==> src/rtl/range_count_sequencer_if.sv <==
// Command channel of the range count sequencer: {lo, hi, reps} offered on a
// valid/ready handshake from a control master.
interface range_count_sequencer_if #(
  parameter int WIDTH = 8,
  parameter int RPT_W = 4
);
  logic             cmd_valid;
  logic             cmd_ready;
  logic [WIDTH-1:0] cmd_lo;
  logic [WIDTH-1:0] cmd_hi;
  logic [RPT_W-1:0] cmd_reps;

  modport master (
    output cmd_valid,
    output cmd_lo,
    output cmd_hi,
    output cmd_reps,
    input  cmd_ready
  );

  modport slave (
    input  cmd_valid,
    input  cmd_lo,
    input  cmd_hi,
    input  cmd_reps,
    output cmd_ready
  );
endinterface

==> src/rtl/range_count_sequencer.sv <==
// Steps a counter from lo to hi inclusive for reps passes (0 = free-run),
// with pause, abort, wrap/done/err strobes and out-of-window self-correction.
module range_count_sequencer #(
  parameter int WIDTH = 8,
  parameter int RPT_W = 4
) (
  input  logic                   clk_i,
  input  logic                   rst_ni,
  range_count_sequencer_if.slave cmd,
  input  logic                   pause_i,
  input  logic                   abort_i,
  output logic [WIDTH-1:0]       count_o,
  output logic                   count_valid_o,
  output logic                   wrap_o,
  output logic                   done_o,
  output logic                   err_o,
  output logic                   busy_o
);

  typedef enum logic [1:0] {
    S_IDLE = 2'd0,
    S_RUN  = 2'd1,
    S_DONE = 2'd2
  } state_e;

  state_e           state_q;
  logic [WIDTH-1:0] lo_q;
  logic [WIDTH-1:0] hi_q;
  logic [WIDTH-1:0] count_q;
  logic [RPT_W-1:0] reps_q;
  logic             err_q;

  logic in_run;
  logic in_window;
  logic at_hi;
  logic last_pass;
  logic cmd_bad;

  assign in_run    = (state_q == S_RUN);
  assign in_window = (count_q >= lo_q) && (count_q <= hi_q);
  assign at_hi     = (count_q == hi_q);
  assign last_pass = (reps_q == RPT_W'(1));
  assign cmd_bad   = (cmd.cmd_lo > cmd.cmd_hi);

  assign cmd.cmd_ready = (state_q == S_IDLE);
  assign count_o       = count_q;
  assign busy_o        = (state_q != S_IDLE);
  assign done_o        = (state_q == S_DONE);
  assign err_o         = err_q;

  // An out-of-window count is never presented as a sequence value.
  assign count_valid_o = in_run && !pause_i && in_window;
  assign wrap_o        = in_run && !pause_i && !abort_i && in_window && at_hi && !last_pass;

  always_ff @(posedge clk_i or negedge rst_ni) begin
    if (!rst_ni) begin
      state_q <= S_IDLE;
      lo_q    <= '0;
      hi_q    <= '0;
      count_q <= '0;
      reps_q  <= '0;
      err_q   <= 1'b0;
    end else begin
      err_q <= 1'b0;
      case (state_q)
        S_IDLE: begin
          if (cmd.cmd_valid) begin
            if (cmd_bad) begin
              err_q <= 1'b1;
            end else begin
              lo_q    <= cmd.cmd_lo;
              hi_q    <= cmd.cmd_hi;
              reps_q  <= cmd.cmd_reps;
              count_q <= cmd.cmd_lo;
              state_q <= S_RUN;
            end
          end
        end
        S_RUN: begin
          // Abort outranks pause, self-correction and end-of-pass detection.
          if (abort_i) begin
            state_q <= S_IDLE;
          end else if (!in_window) begin
            count_q <= lo_q;
          end else if (!pause_i) begin
            if (!at_hi) begin
              count_q <= count_q + 1'b1;
            end else if (last_pass) begin
              state_q <= S_DONE;
            end else begin
              count_q <= lo_q;
              if (reps_q != '0) begin
                reps_q <= reps_q - 1'b1;
              end
            end
          end
        end
        S_DONE: begin
          state_q <= S_IDLE;
        end
        default: begin
          state_q <= S_IDLE;
        end
      endcase
    end
  end

endmodule

==> src/flat_wrapper.sv <==
// flat-port wrapper written by rule: the top's interface ports become plain ports
module range_count_sequencer_flat 
#(
  parameter int WIDTH = 8,
  parameter int RPT_W = 4
)
  (clk_i, rst_ni, pause_i, abort_i, count_o, count_valid_o, wrap_o, done_o, err_o, busy_o, cmd_cmd_valid, cmd_cmd_lo, cmd_cmd_hi, cmd_cmd_reps, cmd_cmd_ready);
  range_count_sequencer_if #(.WIDTH(WIDTH), .RPT_W(RPT_W)) cmd_i ();
  input  logic clk_i;
  input  logic rst_ni;
  input  logic pause_i;
  input  logic abort_i;
  output logic [WIDTH-1:0] count_o;
  output logic count_valid_o;
  output logic wrap_o;
  output logic done_o;
  output logic err_o;
  output logic busy_o;
  input wire logic [$bits(cmd_i.cmd_valid)-1:0] cmd_cmd_valid;
  input wire logic [$bits(cmd_i.cmd_lo)-1:0] cmd_cmd_lo;
  input wire logic [$bits(cmd_i.cmd_hi)-1:0] cmd_cmd_hi;
  input wire logic [$bits(cmd_i.cmd_reps)-1:0] cmd_cmd_reps;
  output wire logic [$bits(cmd_i.cmd_ready)-1:0] cmd_cmd_ready;
  assign cmd_i.cmd_valid = cmd_cmd_valid;
  assign cmd_i.cmd_lo = cmd_cmd_lo;
  assign cmd_i.cmd_hi = cmd_cmd_hi;
  assign cmd_i.cmd_reps = cmd_cmd_reps;
  assign cmd_cmd_ready = cmd_i.cmd_ready;
  range_count_sequencer #(.WIDTH(WIDTH), .RPT_W(RPT_W)) u_core (.clk_i(clk_i), .rst_ni(rst_ni), .cmd(cmd_i), .pause_i(pause_i), .abort_i(abort_i), .count_o(count_o), .count_valid_o(count_valid_o), .wrap_o(wrap_o), .done_o(done_o), .err_o(err_o), .busy_o(busy_o));
endmodule
==> config.mk <==
export PLATFORM = sky130hd
export DESIGN_NAME = range_count_sequencer_flat
export DESIGN_NICKNAME = d
export VERILOG_FILES = /design/src/rtl/range_count_sequencer_if.sv /design/src/rtl/range_count_sequencer.sv /design/src/flat_wrapper.sv
export SDC_FILE = /design/constraint.sdc
export NUM_CORES = 1
export LEC_CHECK = 0
export CAP_MARGIN = 10
export CORE_MARGIN = 3
export CORE_UTILIZATION = 30
export CTS_CLUSTER_DIAMETER = 100
export DETAILED_ROUTE_END_ITERATION = 8
export PLACE_DENSITY = 0.6
export SYNTH_ARGS = -nofsm -noshare
export SYNTH_HDL_FRONTEND = slang
export SYNTH_SLANG_ARGS = --single-unit
==> constraint.sdc <==
create_clock -name clk_i -period 3.28 [get_ports clk_i]
set_clock_uncertainty 0.2 [all_clocks]
set_input_delay 0.328 -clock clk_i [delete_from_list [all_inputs] [get_ports clk_i]]
set_output_delay 0.328 -clock clk_i [all_outputs]
set_load 0.05 [all_outputs]
==> results.py <==
metrics = {
    "run_status": {
        "status": "completed",
    },
    "power": {
        "intPower_mw": 1.70,
        "ir_drop_v": 0.000275,
        "p_per_area_nw_per_um2": 1050,
        "switching_share_pct": 48.6,
        "pwr-share-clk_pct": 9.5,
        "p_seq_share_pct": 22.6,
        "p_sw_mw": 1.61,
        "comb_power_share_pct": 67.9,
        "p_leak_nw": 1.43,
    },
    "worst_setup_path": {
        "crit_type": "reg2out",
        "crit_path_end_kind": "primary output",
        "cp_max_fo": 7,
        "crit_required_ns": 2.75,
        "reg2reg_from": "u_core.count_o[0]$_DFFE_PN0P_",
        "startpoint_type": "register",
        "crit_arrival_ns": 2.49,
        "startpoint": "u_core.count_o[4]$_DFFE_PN0P_",
    },
    "sta": {
        "fin_ws_ns": 0.258,
        "finalHoldViolations": 0,
        "period_minus_slack_ns": 3.02,
        "worstMarginPinSlew_ns": 0.844,
        "drv_slew": 0,
        "finalCritPeriodShare_pct": 92.1,
        "relSlewSlack_pct": 43.7,
        "fmax_mhz": 331,
        "setup_tns_ns": 0,
        "rsz0062_at_grt": "false",
        "setup_viol": 0,
    },
    "job": {
        "maxCapViolations": 0,
    },
    "placed_design": {
        "place_congestion": 0.921,
        "io_buffers": 38,
        "place_ws_ns": 0.231,
        "dp_hpwl_mm": 4.96,
    },
    "finish": {
        "final_nets": 360,
        "drive_gt1_share_pct": 15.0,
        "final_cell_mix": "clkdlybuf4s50_1 (36), inv_1 (34), dfrtp_1 (31)",
        "final_common_cell": "clkdlybuf4s50_1",
        "syn_to_final_growth_pct": 27.4,
        "diodes": 0,
        "ff_latch_area_sq_um": 776,
        "fillers": 821,
        "multi_input_area_sq_um": 1510,
    },
    "clock_network": {
        "cts_tree": "yes",
        "cts_sinks": 31,
        "cts_buffers": 5,
        "cts-hold-fix-buffers": 0,
        "cts_resized": 0,
        "post_cts_buffers": 0,
        "root_buffer": "clkbuf_8",
        "ctsLongestPathBuffers": 2,
        "cts_max_level": 2,
        "cts.clk_slew.worst_paths_ns": 0.07,
        "worstSkewPairLatency_ns": 0.28,
    },
    "detailed_routing": {
        "met2WireLength_mm": 2.95,
        "post_drt_wl_per_cell_um": 15.3,
        "wl_met3_um": 342,
        "routed_via_density": 5.26,
        "post-route-drc-count": 0,
        "highest_layer": "met4",
        "totalWireLength_mm": 6.27,
        "drt-initial-drc-count": 150,
        "m1WireLength_mm": 2.85,
        "final_antenna_net_count": 0,
        "first_pass_iters": 4,
        "via_count": 2150,
    },
    "synth": {
        "syn_area_per_cell_sq_um": 9.49,
        "synth_ff_type": "dfrtp_1",
        "ys_ff_latch": 31,
        "synth-edff-count": 0,
        "synthArstFlopShare_pct": 100,
        "syn_inst": 259,
        "ys_seq_area_share_pct": 31.6,
        "synth_warnings": 0,
        "synth_cell_types": 53,
        "syn-num-nets": 312,
        "synthesis.area_sq_um": 2460,
    },
    "global_route": {
        "grt.total_usage_pct": 14.3,
        "grt_max_degree": 32,
        "grt_overflow": 0,
        "grt_pass1_vias": 2129,
        "antenna_found_initial": 0,
        "grt_pass1_wl_mm": 10.4,
    },
    "floorplan": {
        "die_y_um": 96.5,
        "io_pins": 39,
        "start_util_pct": 31.3,
        "coreArea_sq_um": 7850,
        "row_count": 32,
        "die_area_sq_um": 9320,
        "die_w_um": 96.5,
    },
    "min_path": {
        "hold_class": "in2async",
    },
}
[final timing paths]
check,end,slack [ns],cells after the start
setup / recovery,wrap_o,0.26,8
hold / removal,u_core.reps_q[2]$_DFFE_PN0P_,0.24,2
setup reg to reg,u_core.count_o[4]$_DFFE_PN0P_,0.46,9
hold reg to reg,u_core.lo_q[2]$_DFFE_PN0P_,0.32,1
max in group asynchronous,u_core.hi_q[7]$_DFFE_PN0P_,2.34,2
min in group clk_i,u_core.lo_q[2]$_DFFE_PN0P_,0.32,1
[layer usage]
| metal | track usage, % | vias to the layer above |
|---|---|---|
| met3 | 2.32 | 12 |
| met2 | 22.5 | 64 |
| met4 | 5.84 | 0 |
| met1 | 19.3 | 1033 |
| li1 | - | 1041 |
| met5 | 0 | - |
[synthesized netlist by cell type (all sizes together) (4+ instances only)]
library cell,n,area (sq um)
a21oi,9,48.8
a31oi,10,62.6
and3,4,25.0
buf,5,43.8
clkbuf,4,15.0
dfrtp,31,776
ha,28,350
inv,34,128
mux2,13,195
nand2,11,41.3
nand4,4,25.0
nor2,17,63.8
o21a,4,30.0
o21ai,25,125
o41ai,4,35.0
[registers in the layout (all words and copies together) (netlist names)]
name / count
u_core.count_o: 8
u_core.err_o: 1
u_core.hi_q: 8
u_core.lo_q: 8
u_core.reps_q: 4
u_core.state_q: 2
[power groups by stage]
stage	combinational, mW	sequential (mW)	clock, mW
2_1_floorplan	1.46	0.892	0
3_3_place_gp	2.16	0.751	0
3_5_place_dp	2.19	0.750	0
4_1_cts	2.20	0.742	0.322
5_1_grt	2.47	0.770	0.336
6_report	2.24	0.747	0.313
[worst max-delay path, cell delays in order (launching register included)]
cell,delay (ns)
dfrtp_1,0.39
buf_4,0.17
ha_1,0.28
nand4_1,0.23
or2_1,0.32
nor2_1,0.23
nand2_1,0.17
nor4_4,0.24
buf_12,0.18
[cell families after synthesis]
kind of cell / after synthesis / share of synthesized area (%)
AO/OA/AOI/OAI: 79 / 23.7
XOR/XNOR: 6 / 2.14
adder cells (fa/ha/maj): 28 / 14.2
buffers and inverters: 43 / 7.58
flip-flops: 31 / 31.6
multiplexers: 15 / 8.75
AND/OR/NAND/NOR: 57 / 12.0
[final cells by class]
type / instances / area share (%)
Timing Repair Buffer: 50 / 16.1
Multi-Input combinational cell: 185 / 48.2
Clock buffer: 6 / 2.64
Tap cell: 102 / 4.07
Clock inverter: 1 / 0.160
Sequential cell: 31 / 24.8
Inverter: 34 / 4.07
[metrics by stage]
step | total power [mW] | instances | hold slack (ns) | area [sq um] | utilization, %
3_3_place_gp | 2.91 | 400 | 0.302 | 3030 | 38.6
3_5_place_dp | 2.94 | 400 | 0.298 | 3030 | 38.6
6_report | 3.30 | 409 | 0.243 | 3130 | 39.9
4_1_cts | 3.26 | 407 | 0.258 | 3120 | 39.7
5_1_grt | 3.58 | 409 | 0.293 | 3130 | 39.9
2_1_floorplan | 2.35 | 259 | -0.168 | 2470 | -
Note: power is estimated with default switching activity, not from simulation.
